<file path="config.mk">
export PLATFORM = sky130hd
export DESIGN_NAME = game_round_ctrl
export DESIGN_NICKNAME = d
export VERILOG_FILES = /design/src/rtl/game_round_ctrl.sv
export SDC_FILE = /design/constraint.sdc
export NUM_CORES = 1
export LEC_CHECK = 0
export ABC_AREA = 1
export CAP_MARGIN = 10
export CORE_MARGIN = 3
export CORE_UTILIZATION = 52
export DETAILED_ROUTE_END_ITERATION = 16
export GPL_TIMING_DRIVEN = 0
export PLACE_DENSITY = 0.82
export SKIP_CTS_REPAIR_TIMING = 1
export SYNTH_ARGS = -nofsm -noshare
export SYNTH_HDL_FRONTEND = slang
export SYNTH_SLANG_ARGS = --single-unit
</file>
<file path="constraint.sdc">
create_clock -name clk -period 3.6 [get_ports clk]
set_clock_uncertainty 0.1 [all_clocks]
set_input_delay 0.36 -clock clk [delete_from_list [all_inputs] [get_ports clk]]
set_output_delay 0.36 -clock clk [all_outputs]
set_load 0.01 [all_outputs]
</file>
<file path="src/rtl/game_round_ctrl.sv">
// Round controller for the guessing-number game: sequences comparator submits, counts
// attempts and latches win/lose/hint. Optional per-attempt timeout under `TIMEOUT_EN`.
module game_round_ctrl #(
  parameter int unsigned MAX_TRIES   = 7,
  parameter int unsigned TIMEOUT_CYC = 1000
) (
  input  logic       clk,
  input  logic       rst,
  input  logic       start,
  input  logic       guess_btn,
  input  logic       eq,
  input  logic       gt,
  input  logic       sm,
  output logic       game_active,
  output logic       cmp_submit,
  output logic [3:0] tries_used,
  output logic [1:0] hint,
  output logic       win,
  output logic       lose,
  output logic       busy,
  output logic       cmp_err,
  output logic       timeout
);

  typedef enum logic [2:0] {IDLE, PLAY, STROBE, SETTLE, EVAL, WON, LOST} state_t;

  localparam logic [3:0] MAX_T = 4'(MAX_TRIES);

  if (MAX_TRIES < 1 || MAX_TRIES > 15 || TIMEOUT_CYC < 2) begin : g_param_err
    $error("game_round_ctrl: MAX_TRIES must be 1..15 and TIMEOUT_CYC >= 2");
  end

  state_t     state;
  logic       btn_q;
  logic       btn_rise;
  logic [3:0] tries_nxt;
  logic       res_eq;
  logic       res_one;

  assign btn_rise  = guess_btn & ~btn_q;
  assign tries_nxt = (tries_used < MAX_T) ? tries_used + 4'd1 : MAX_T;
  assign res_eq    = eq & ~gt & ~sm;
  assign res_one   = $onehot({eq, gt, sm});

`ifdef TIMEOUT_EN
  localparam int TW = (TIMEOUT_CYC > 2) ? $clog2(TIMEOUT_CYC) : 1;
  localparam logic [TW-1:0] T_LAST = TW'(TIMEOUT_CYC - 1);
  logic [TW-1:0] timer;
  logic          timeout_q;
  assign timeout = timeout_q;
`else
  assign timeout = 1'b0;
`endif

  always_ff @(posedge clk or posedge rst) begin
    if (rst) begin
      state       <= IDLE;
      btn_q       <= 1'b0;
      game_active <= 1'b0;
      cmp_submit  <= 1'b0;
      tries_used  <= 4'd0;
      hint        <= 2'b00;
      win         <= 1'b0;
      lose        <= 1'b0;
      busy        <= 1'b0;
      cmp_err     <= 1'b0;
`ifdef TIMEOUT_EN
      timer       <= '0;
      timeout_q   <= 1'b0;
`endif
    end else begin
      btn_q      <= guess_btn;
      cmp_submit <= 1'b0;
      cmp_err    <= 1'b0;
`ifdef TIMEOUT_EN
      timeout_q  <= 1'b0;
`endif
      if (start) begin
        state       <= PLAY;
        tries_used  <= 4'd0;
        hint        <= 2'b00;
        win         <= 1'b0;
        lose        <= 1'b0;
        busy        <= 1'b0;
        game_active <= 1'b1;
`ifdef TIMEOUT_EN
        timer       <= '0;
`endif
      end else begin
        case (state)
          PLAY: begin
            if (btn_rise) begin
              state      <= STROBE;
              cmp_submit <= 1'b1;
              busy       <= 1'b1;
`ifdef TIMEOUT_EN
              timer      <= '0;
`endif
            end
`ifdef TIMEOUT_EN
            else if (timer == T_LAST) begin
              // Expiry burns an attempt with no hint, like a wrong guess
              timeout_q  <= 1'b1;
              tries_used <= tries_nxt;
              hint       <= 2'b00;
              timer      <= '0;
              if (tries_nxt == MAX_T) begin
                lose        <= 1'b1;
                game_active <= 1'b0;
                state       <= LOST;
              end
            end else begin
              timer <= timer + TW'(1);
            end
`endif
          end
          STROBE: state <= SETTLE;
          // Comparator captures during SETTLE; its result is stable by EVAL
          SETTLE: state <= EVAL;
          EVAL: begin
            busy <= 1'b0;
`ifdef TIMEOUT_EN
            timer <= '0;
`endif
            if (res_eq) begin
              win         <= 1'b1;
              hint        <= 2'b00;
              game_active <= 1'b0;
              state       <= WON;
            end else if (res_one) begin
              tries_used <= tries_nxt;
              hint       <= gt ? 2'b01 : 2'b10;
              if (tries_nxt == MAX_T) begin
                lose        <= 1'b1;
                game_active <= 1'b0;
                state       <= LOST;
              end else begin
                state <= PLAY;
              end
            end else begin
              cmp_err <= 1'b1;
              state   <= PLAY;
            end
          end
          default: state <= state;
        endcase
      end
    end
  end

endmodule
</file>
* Word-level counts from Yosys, hierarchy flattened
Index checks and enable logic that the tools add are counted.
Word-level totals: register bits 16, input port bits 7, word-level logic and storage cells 82
Cells by class: $add $sub $neg 3, order comparisons 1, equality and inequality tests 8, muxes and demuxes 39, bitwise operators 6, reductions and logical operators 15
Operators with widths (number):
- 2-to-1 mux 1 bit | 22
- 2-to-1 mux 4 bit | 5
- 2-to-1 mux 3 bit | 5
- case mux 3 bit (4 select lines) | 1
- 2-to-1 mux 2 bit | 5
- nonzero test 3 bit | 3
- AND reduction 2 bit | 4
- nonzero test 2 bit | 4
- == test 3 x 2 -> 1 bit (second input constant) | 2
- AND reduction 3 bit | 2
- nonzero test 5 bit | 1
- adder 4 x 1 -> 4 bit (second input constant) | 1
- == test 4 x 3 -> 1 bit (second input constant) | 1
- less-than comparator 4 x 3 -> 1 bit (second input constant) | 1
- AND reduction 4 bit | 1
- bitwise AND 1 bit | 3
- == test 3 x 1 -> 1 bit (second input constant) | 1
- == test 3 bit (second input constant) | 1
- != test 3 bit (second input constant) | 1
- inverter 1 bit | 3
- adder 1 x 1 -> 2 bit | 1
- adder 2 x 1 -> 2 bit | 1
- == test 2 x 1 -> 1 bit (second input constant) | 1
- != test 2 bit (second input constant) | 1
- case mux 1 bit (2 select lines) | 1

* Depth between registers and ports, before layout
word-level depth 8, depth in mapped cells 10, gate-level depth less buffers 10

* Worst setup path before layout
No wires, ideal clock.
path kind input-to-reg, from input gt, to register tries_used[0], library setup time 0.117 ns, arrival time 1.494 ns, required time 3.383 ns, slack 1.889 ns, stages 8, path through inv_1 > fa_1 > nor2_2 > nand2_1 > nor2_4 > inv_2 > o21ai_1 > nor2_1
On the way: word-level cells in the longest chain between the ends 5, elaborated cells between the ends (all ways) 9, classes of those cells add/sub (2); eq/ne (2); bitwise (3); reduce/logical (2)
Ends and longest elaborated chain:
- start, declared | line 12 | input logic gt,
- adder 1 x 1 -> 2 bit (not written as such) or inverter 1 bit (tied branches) | line 43, 42
- adder 2 x 1 -> 2 bit (not written as such) or bitwise AND 1 bit (tied branches) | line 43, 42
- == test 2 x 1 -> 1 bit or bitwise AND 1 bit (tied branches) | line 43, 42
- nonzero test 2 bit (no line) or != test 2 bit (tied branches)
- AND reduction 3 bit (no line) *
- end signal, assigned | line 131 | tries_used <= tries_nxt;
- end, declared | line 16 | output logic [3:0] tries_used,
Every way passes the cells marked *; elsewhere a longest branch is shown, timed or not. A chain may end at the register's enable or synchronous reset.

* Worst setup path in the final report
from input eq, to register tries_used[1]
On the way: word-level cells in the longest chain between the ends 4, elaborated cells between the ends (all ways) 7, classes of those cells add/sub (1); eq/ne (2); bitwise (2); reduce/logical (2)
Ends and longest elaborated chain:
- start, declared | line 11 | input logic eq,
- adder 2 x 1 -> 2 bit (not written as such) or bitwise AND 1 bit (tied branches) | line 43, 42
- == test 2 x 1 -> 1 bit or bitwise AND 1 bit (tied branches) | line 43, 42
- nonzero test 2 bit (no line) or != test 2 bit (tied branches)
- AND reduction 3 bit (no line) *
Marked as above.

==> impl_metrics.yaml <==
final_layout:
  layout_commonest_cell: "nand2_1"
  syn_to_final_growth_pct: 27.19
  diodes: 0
  drive_above_1_share: 0.1221
  fin_nets: 141
  most-common-layout-cells: "nand2_1, clkdlybuf4s50_1, inv_1"
timing:
  relSlewSlack: 0.6085
  final_max_slew_viol_count: 0
  fmax_mhz: 485.1
  finalWorstPathRequiredPeriod_ns: 2.061
  worst_pin_slew_ns: 0.5866
  grt_setup_unrepaired: "false"
  finalHoldViolations: 0
  fin_hold_ws_ns: 0.3292
  tns_ns: 0
  setup_viol: 0
  final.setup.worst_slack_ns: 1.539
  min_period_over_period: 0.5726
job:
  cap_violations: 0
yosys:
  synthSimpleGateAreaFrac: 0.3353
  synth-adder-area-share: 0.03741
  syn-num-nets: 118
  yosys_warnings: 0
  syn_area_um2: 869.6
  syn_area_per_cell_um2: 7.978
  synth_top_family_by_area: "simple AND/OR/NAND/NOR gates"
  synth_compound_area_frac: 0.05899
  ys_seq_area_frac: 0.4604
  ys_ff_latch: 16
  synth_cell_type_count: 23
  syn_inst: 109
  synth_xor_area_frac: 0
  synth.area.mux_share: 0
power:
  ir_drop_mv: 0.2649
  p_total_uw: 546.7
  power_density_nw_per_um2: 494.3
  p_leak_nw: 0.5636
worst_setup_path:
  reg2reg_to: "game_active"
  endpoint_kind: "flip-flop"
  cp.arrival_ns: 2.14
  reg2reg_depth: 8
  reg2reg_from: "tries_used[0]"
  path_max_fanout: 6
  critPathKind: "in2reg"
  required_ns: 3.68
  worst_setup_path_start_kind: "input port"
  rrSetupSlack_ns: 2.11
placement:
  portBuffers: 18
  gp_congestion: 0.8493
  hpwl_um: 1252
  dp_slack_ns: 1.241
clock_tree:
  clk_latency_ns: 0.28
  ctsRootBufferMaster: "clkbuf_4"
  cts.sinks: 16
  cts_max_level: 1
  clockBufferDepth: 2
  cts_tree: "built"
  cts_buffers: 3
  clk_pin_slew_ns: 0.10
floorplan:
  dieWidth_um: 46.90
  die_y_um: 46.90
  rows: 14
  initial_core_util: 0.5641
  core_um2: 1541
  die_area_um2: 2199
  io_pins: 20
grt:
  grt_pass1_vias: 656
  grt_max_degree: 17
  met1_usage: 0.2387
  gr-total-overflow: 0
  grt_usage: 0.1732
  grt_pass1_wl_um: 2739
  grt_busiest_layer: "met2"
  antenna_found_initial: 0
  grtUsageMet3: 0.03448
  grtUsageMet2: 0.2764
routing:
  num_vias: 762
  dr.pass1.iters: 4
  drc_errors: 0
  via_per_inst: 5.184
  first_iter_violations: 24
  wl_per_cell_um: 11.20
  final_antenna_net_count: 0
  drt-total-wl_um: 1647
outcome:
  status: "complete, no violations"
min_path:
  hold_class: "in2async"
==> cell type report <==
type | instances | area [um2]
clock buffer | 4 | 36.28
sequential | 16 | 400.4
tap | 16 | 20.02
multi-input combinational | 72 | 379.1
fill | 134 | 435.4
inverter | 19 | 71.32
timing repair buffer | 18 | 180.2
buffer | 2 | 18.77
==> state kept, by name, summed over array words and instances (netlist names) <==
signal       cells
busy             1
win              1
hint             2
cmp_submit       1
tries_used       4
state            3
game_active      1
btn_q            1
lose             1
cmp_err          1
==> cells by family (layout without fill, tap and decap cells) <==
family	count (synthesis)	in the layout
other cells	1	1
buf+inv	21	43
flops	16	16
fa+ha+maj	2	2
compound gates	9	9
simple gates	60	60
==> cell usage after synthesis <==
cell type / number / area share
nand3_2: 2 / 0.023
fa_1: 1 / 0.023
nand3_1: 9 / 0.052
ha_1: 1 / 0.014
inv_2: 2 / 0.0086
conb_1: 1 / 0.0043
nand3b_1: 1 / 0.0086
nor2_4: 1 / 0.013
a21oi_1: 1 / 0.0057
dfrtp_1: 16 / 0.46
nor2_1: 15 / 0.065
buf_6: 1 / 0.013
a31oi_1: 1 / 0.0072
buf_4: 1 / 0.0086
nand2_2: 2 / 0.014
inv_1: 17 / 0.073
nand4_1: 3 / 0.022
o211a_1: 1 / 0.012
o21ai_0: 3 / 0.017
o21ai_1: 3 / 0.017
nand2_1: 24 / 0.10
nor2_2: 2 / 0.014
nand3_4: 1 / 0.020
==> power by group <==
group	switching (mW)	internal (mW)	total, mW
sequential	0.0294	0.211	0.241
combinational	0.107	0.0807	0.187
clock	0.0573	0.0615	0.119
==> worst max-delay path, cell delays in order <==
cell             delay, ns
clkdlybuf4s50_1       0.50
inv_1                 0.07
fa_1                  0.49
nor2_2                0.18
nand2_1               0.11
nor2_4                0.17
inv_2                 0.06
o21ai_1               0.14
nor2_1                0.06
==> stage by stage <==
stage          cell area [um2]  utilization  cells
3_5_place_dp              1070       0.6940    143
4_1_cts                   1106       0.7175    147
6_report                  1106       0.7175    147
3_3_place_gp              1070       0.6940    143
2_1_floorplan            869.6            -    109
5_1_grt                   1106       0.7175    147
==> worst max path at each step <==
stage | from | to | slack (ns)
2_1_floorplan | gt | tries_used[0] | 1.89
3_3_place_gp | eq | tries_used[1] | 1.27
3_5_place_dp | eq | tries_used[1] | 1.24
4_1_cts | eq | tries_used[1] | 1.54
5_1_grt | eq | tries_used[1] | 1.45
6_report | eq | tries_used[1] | 1.54
==> layer usage <==
metal	part of all wire	wire (um)	vias up
li1	-	-	383
met1	0.47	774	356
met2	0.48	783	21
met3	0.047	77	2
met4	0.0073	12	0
met5	0	0	-
(Power assumes the default switching activity.)
